==> src/rtl/alarme_despertador.sv <==
// Alarm unit: holds an editable HH:MM setpoint in BCD, compares it with the running time
// and sequences ring / snooze / idle, driving a 1 Hz buzzer while ringing.
//
// state   | meaning
// IDLE    | waiting for a rising match of time against the setpoint (armed)
// RINGING | ring high, buzzer toggles each tick, auto-stops after RING_SECONDS ticks
// SNOOZE  | ring silenced, re-rings after SNOOZE_SECONDS ticks
module alarme_despertador #(
    parameter int RING_SECONDS   = 60,
    parameter int SNOOZE_SECONDS = 300,
    parameter int DEFAULT_HOUR   = 6,
    parameter int DEFAULT_MIN    = 0
) (
    input  logic       alarme_clock,
    input  logic       alarme_reset,
    input  logic       alarme_tick1hz,
    input  logic [1:0] alarme_t_h_msd,
    input  logic [3:0] alarme_t_h_lsd,
    input  logic [2:0] alarme_t_m_msd,
    input  logic [3:0] alarme_t_m_lsd,
    input  logic [2:0] alarme_t_s_msd,
    input  logic [3:0] alarme_t_s_lsd,
    input  logic       alarme_arm,
    input  logic       alarme_btn_h,
    input  logic       alarme_btn_m,
    input  logic       alarme_stop,
    input  logic       alarme_snooze,
    output logic       alarme_ring,
    output logic       alarme_buzzer,
    output logic       alarme_snoozing,
    output logic [1:0] alarme_a_h_msd,
    output logic [3:0] alarme_a_h_lsd,
    output logic [2:0] alarme_a_m_msd,
    output logic [3:0] alarme_a_m_lsd
);

    localparam int RW = $clog2(RING_SECONDS);
    localparam int SW = $clog2(SNOOZE_SECONDS);

    localparam logic [1:0] DEF_H_MSD = 2'(DEFAULT_HOUR / 10);
    localparam logic [3:0] DEF_H_LSD = 4'(DEFAULT_HOUR % 10);
    localparam logic [2:0] DEF_M_MSD = 3'(DEFAULT_MIN / 10);
    localparam logic [3:0] DEF_M_LSD = 4'(DEFAULT_MIN % 10);

    localparam logic [RW-1:0] RING_LAST = RW'(RING_SECONDS - 1);
    localparam logic [SW-1:0] SNZ_LAST  = SW'(SNOOZE_SECONDS - 1);

    typedef enum logic [1:0] {IDLE, RINGING, SNOOZE} state_t;

    state_t        state_q, state_d;
    logic [RW-1:0] ring_cnt_q, ring_cnt_d;
    logic [SW-1:0] snz_cnt_q, snz_cnt_d;
    logic          buzzer_q, buzzer_d;
    logic          match_q, match_d;
    logic [1:0]    h_msd_q, h_msd_d;
    logic [3:0]    h_lsd_q, h_lsd_d;
    logic [2:0]    m_msd_q, m_msd_d;
    logic [3:0]    m_lsd_q, m_lsd_d;
    logic          trigger;

    always_comb begin
        match_d = (alarme_t_h_msd == h_msd_q) && (alarme_t_h_lsd == h_lsd_q) &&
                  (alarme_t_m_msd == m_msd_q) && (alarme_t_m_lsd == m_lsd_q) &&
                  (alarme_t_s_msd == 3'd0)    && (alarme_t_s_lsd == 4'd0);
        // Rising edge only, so a held HH:MM:00 fires once
        trigger = match_d & ~match_q;
    end

    always_comb begin
        h_msd_d = h_msd_q;
        h_lsd_d = h_lsd_q;
        m_msd_d = m_msd_q;
        m_lsd_d = m_lsd_q;
        if (state_q != RINGING) begin
            if (alarme_btn_h) begin
                if (h_msd_q == 2'd2 && h_lsd_q == 4'd3) begin
                    h_msd_d = 2'd0;
                    h_lsd_d = 4'd0;
                end else if (h_lsd_q == 4'd9) begin
                    h_msd_d = h_msd_q + 2'd1;
                    h_lsd_d = 4'd0;
                end else begin
                    h_lsd_d = h_lsd_q + 4'd1;
                end
            end
            if (alarme_btn_m) begin
                if (m_lsd_q == 4'd9) begin
                    m_lsd_d = 4'd0;
                    m_msd_d = (m_msd_q == 3'd5) ? 3'd0 : m_msd_q + 3'd1;
                end else begin
                    m_lsd_d = m_lsd_q + 4'd1;
                end
            end
        end
    end

    always_comb begin
        state_d    = state_q;
        ring_cnt_d = ring_cnt_q;
        snz_cnt_d  = snz_cnt_q;
        buzzer_d   = buzzer_q;
        unique case (state_q)
            IDLE: begin
                if (trigger && alarme_arm) begin
                    state_d    = RINGING;
                    ring_cnt_d = '0;
                    buzzer_d   = 1'b1;
                end
            end
            RINGING: begin
                if (!alarme_arm || alarme_stop) begin
                    state_d  = IDLE;
                    buzzer_d = 1'b0;
                end else if (alarme_snooze) begin
                    state_d   = SNOOZE;
                    snz_cnt_d = '0;
                    buzzer_d  = 1'b0;
                end else if (alarme_tick1hz) begin
                    if (ring_cnt_q == RING_LAST) begin
                        state_d  = IDLE;
                        buzzer_d = 1'b0;
                    end else begin
                        ring_cnt_d = ring_cnt_q + 1'b1;
                        buzzer_d   = ~buzzer_q;
                    end
                end
            end
            SNOOZE: begin
                if (!alarme_arm || alarme_stop) begin
                    state_d = IDLE;
                end else if (alarme_tick1hz) begin
                    if (snz_cnt_q == SNZ_LAST) begin
                        state_d    = RINGING;
                        ring_cnt_d = '0;
                        buzzer_d   = 1'b1;
                    end else begin
                        snz_cnt_d = snz_cnt_q + 1'b1;
                    end
                end
            end
            default: begin
                state_d  = IDLE;
                buzzer_d = 1'b0;
            end
        endcase
    end

    always_ff @(posedge alarme_clock) begin
        if (alarme_reset) begin
            state_q    <= IDLE;
            ring_cnt_q <= '0;
            snz_cnt_q  <= '0;
            buzzer_q   <= 1'b0;
            match_q    <= 1'b1;
            h_msd_q    <= DEF_H_MSD;
            h_lsd_q    <= DEF_H_LSD;
            m_msd_q    <= DEF_M_MSD;
            m_lsd_q    <= DEF_M_LSD;
        end else begin
            state_q    <= state_d;
            ring_cnt_q <= ring_cnt_d;
            snz_cnt_q  <= snz_cnt_d;
            buzzer_q   <= buzzer_d;
            match_q    <= match_d;
            h_msd_q    <= h_msd_d;
            h_lsd_q    <= h_lsd_d;
            m_msd_q    <= m_msd_d;
            m_lsd_q    <= m_lsd_d;
        end
    end

    assign alarme_ring     = (state_q == RINGING);
    assign alarme_snoozing = (state_q == SNOOZE);
    assign alarme_buzzer   = buzzer_q;
    assign alarme_a_h_msd  = h_msd_q;
    assign alarme_a_h_lsd  = h_lsd_q;
    assign alarme_a_m_msd  = m_msd_q;
    assign alarme_a_m_lsd  = m_lsd_q;

endmodule

==> config.mk <==
export PLATFORM = sky130hd
export DESIGN_NAME = alarme_despertador
export DESIGN_NICKNAME = d
export VERILOG_FILES = /design/src/rtl/alarme_despertador.sv
export SDC_FILE = /design/constraint.sdc
export NUM_CORES = 1
export LEC_CHECK = 0
export CORE_UTILIZATION = 44
export CTS_BUF_LIST = sky130_fd_sc_hd__clkbuf_2 sky130_fd_sc_hd__clkbuf_4 sky130_fd_sc_hd__clkbuf_8
export DETAILED_ROUTE_END_ITERATION = 16
export PLACE_DENSITY = 0.84
export SLEW_MARGIN = 10
export SYNTH_ARGS = -nofsm -noshare
export SYNTH_HDL_FRONTEND = slang
export SYNTH_SLANG_ARGS = --single-unit
export TNS_END_PERCENT = 50
==> constraint.sdc <==
create_clock -name alarme_clock -period 2.1 [get_ports alarme_clock]
set_input_delay 0.315 -clock alarme_clock [delete_from_list [all_inputs] [get_ports alarme_clock]]
set_output_delay 0.315 -clock alarme_clock [all_outputs]
set_load 0.02 [all_outputs]
==> flow_summary.json <==
{
  "cts.path.max_buffers": 2,
  "yosys.area.top_type": "dfxtp_1",
  "antenna_found_initial": 0,
  "tritoncts": "done",
  "fin_nets": 315,
  "drtAntennaViolNets": 0,
  "dr.pass1.iters": 4,
  "synth_area_leaders": "dfxtp_1 (37%), xnor2_1 (9.5%), a21oi_1 (5.7%), nor2_1 (5.2%), xor2_1 (4.5%)",
  "initialDrtViolationCount": 149,
  "synth_cells": 212,
  "yosysMostFrequentCell": "dfxtp_1",
  "routedWlPerCell_um": 14.44,
  "placed_area_mm2": 0.002415,
  "whs_endpoint": "snz_cnt_q[8]",
  "start_util": 0.4690,
  "synth_top_family_by_area": "simple AND/OR/NAND/NOR gates",
  "critPathCaptureType": "register",
  "cts.hold.buffers_added": 0,
  "reg2reg_from": "snz_cnt_q[4]",
  "critical_path_required_ns": 2.32,
  "synth_cell_types": 46,
  "leakage_nw": 1.061,
  "cts_sinks": 32,
  "drive_gt1_frac": 0.1993,
  "final-hold-violation-count": 0,
  "die-area_mm2": 0.004217,
  "ys_warn_count": 0,
  "numPortBuffers": 43,
  "htreeDepth": 2,
  "drcViolationCount": 0,
  "post-route-min-period_ns": 2.071,
  "arrival_ns": 2.29,
  "synth-main-ff-cell": "dfxtp_1",
  "synth_top_cell_area_share": 0.3676,
  "io_pins": 44,
  "fill_cells": 270,
  "fmax_mhz": 483.0,
  "grt_pass1_vias": 1734,
  "synthTopCellsByCount": "dfxtp_1 (32), nor2_1 (24), a21oi_1 (20), xnor2_1 (19), nand2_1 (13)",
  "wl_um": 4823,
  "fp.dieW_um": 64.94,
  "startpoint_type": "input port",
  "synth_area_mm2": 0.001743,
  "hp-class": "register to register",
  "pre_cts_ws_ns": -0.4409,
  "worstRegToRegCells": 6,
  "vdd_ir_drop_max_mv": 0.3403,
  "grt_usage": 0.2371,
  "grt_overflow": 0,
  "area_growth_pct": 50.61,
  "r2r_slack_ns": 0.06,
  "rsz0062_at_grt": "true",
  "synthSimpleGateAreaFrac": 0.2900,
  "worst_slack_ns": 0.02949,
  "slew_violations": 0,
  "holdPathStages": 2,
  "syn_avg_cell_area_um2": 8.221,
  "stdcell_area_mm2": 0.002625,
  "slew_headroom": 0.7691,
  "hp-start": "snz_cnt_q[8]",
  "num_antenna_cells": 0,
  "viasPerCell": 5.395,
  "power_density_mw_per_mm2": 515.3,
  "synth-xor-area-share": 0.1407,
  "cts_root_buf": "clkbuf_8",
  "outcome": "finished, final reports clean",
  "place_congestion": 0.8426,
  "path_class": "input port to register",
  "synthesis.nets": 242,
  "synth_enable_flop_cells": 0,
  "drv_cap": 0,
  "tightest_slew_ns": 0.3464,
  "synth-seq-area-share": 0.3676,
  "async_flop_share": 0,
  "cts_buffers": 5,
  "grt_max_degree": 16,
  "crit_fanout": 4,
  "worst_skew_pair.late_latency_ns": 0.28,
  "clk_pin_slew_worst_paths_ns": 0.06,
  "r2r_end": "ring_cnt_q[5]",
  "fp-row-count": 22,
  "ys_ff_latch": 32,
  "synth_fa_ha_area_frac": 0.01436,
  "setup_violations": 0,
  "grt_pass1_wl_um": 7672,
  "fp.dieH_um": 64.94,
  "period_share": 0.9860,
  "dp_hpwl_um": 3312,
  "vias": 1802,
  "design.core.area_mm2": 0.003716,
  "synth_mux_area_frac": 0.005743,
  "skew_ns": 0.009614,
  "synth_compound_gate_area_share": 0.1565
}
==> through the flow <==
step                      utilization  power (W)   TNS, ns  hold slack (ns)  cells
after floorplan                     -  0.0007287         0           0.4707    212
after global placement         0.6498  0.0008419    -2.527           0.4922    324
after detailed placement       0.6498  0.0008460    -2.882           0.5041    324
after CTS                      0.6923   0.001353         0           0.5142    334
after global routing           0.7064   0.001407  -0.04742           0.5557    334
final                          0.7064   0.001353         0           0.5182    334
==> what timing repair did <==
| action | 4_1_cts | 5_1_grt |
|---|---|---|
| resized for setup | 14 | 17 |
| setup endpoints to repair | 7 | 12 |
| pin swaps | 10 | 12 |
| cloned | 0 | 0 |
| endpoints found under the hold margin | 0 | 0 |
| buffers inserted | 2 | 0 |
==> power by group <==
| part | internal [W] | switching (W) |
|---|---|---|
| clock network | 0.000293 | 0.000220 |
| logic | 0.000119 | 0.0000921 |
| registers | 0.000618 | 0.0000101 |
| total | 0.00103 | 0.000322 |
==> worst max-delay path, cell delays in order <==
cell	delay, ns
clkdlybuf4s50_1	0.50
or4bb_1	0.51
a211oi_2	0.23
o21bai_4	0.09
a21o_1	0.19
or3_1	0.33
a21oi_2	0.12
==> worst max path at each step <==
stage,startpoint,endpoint,depth (start not counted)
after floorplan,alarme_a_h_lsd[2],ring_cnt_q[3],7
after global placement,alarme_t_s_msd[1],ring_cnt_q[3],7
after detailed placement,alarme_t_s_msd[1],ring_cnt_q[3],7
after CTS,snz_cnt_q[4],ring_cnt_q[3],6
after global routing,alarme_t_h_lsd[2],ring_cnt_q[2],8
final,alarme_arm,ring_cnt_q[5],7
==> kinds of logic (layout without fill, tap and decap cells) <==
logic type | Yosys count | after routing
flip-flops | 32 | 32
XOR/XNOR | 28 | 28
AO/OA/AOI/OAI | 44 | 44
adder cells (fa/ha/maj) | 2 | 2
multiplexers | 1 | 1
buffers and inverters | 11 | 85
AND/OR/NAND/NOR | 94 | 94
==> sequential cells by signal, summed over array words and instances, names as in the netlist <==
signal / flops
alarme_buzzer: 1
alarme_a_h_lsd: 4
alarme_a_m_lsd: 4
alarme_a_h_msd: 2
state_q: 2
match_q: 1
ring_cnt_q: 6
alarme_a_m_msd: 3
snz_cnt_q: 9
==> placed cells by master (no fill, tap or decap), types with 2 or more instances in the layout <==
cell,synthesis,layout
a21o_1,4,4
inv_1,5,5
dfxtp_2,0,3
a211o_1,2,2
dlygate4sd2_1,0,4
a21oi_1,20,19
nand2_1,13,13
nor3b_1,2,2
dlymetal6s2s_1,0,9
nor2_1,24,24
and4_1,2,2
buf_4,0,29
ha_1,2,2
xnor2_1,19,15
nand3_1,12,12
clkdlybuf4s50_1,0,30
a211oi_2,0,2
xor2_1,9,9
and3_1,4,4
nor3_1,6,5
xnor2_2,0,4
dfxtp_1,32,28
nand4_1,6,6
nand2b_1,6,5
clkbuf_8,0,6
or3_1,3,3
nor2b_1,4,4
o21ai_0,6,5
clkbuf_4,0,2
==> area by class of cell <==
| cell class | count | area, um^2 | area share |
|---|---|---|---|
| tap | 48 | 60.06 | 0.02288 |
| sequential | 32 | 648.1 | 0.2469 |
| inverter | 5 | 18.77 | 0.007150 |
| timing repair buffer | 72 | 665.6 | 0.2536 |
| clock buffer | 8 | 97.59 | 0.03718 |
| multi-input combinational | 169 | 1135 | 0.4323 |
==> per-layer routing <==
metal | part of all wire | wire [um] | GRT usage
met5 | 0 | 0 | 0
met1 | 0.44 | 2130 | 0.2911
met3 | 0.038 | 182 | 0.04930
met4 | 0.036 | 174 | 0.1139
met2 | 0.48 | 2336 | 0.3906
Power figures use the tool's default switching activity.
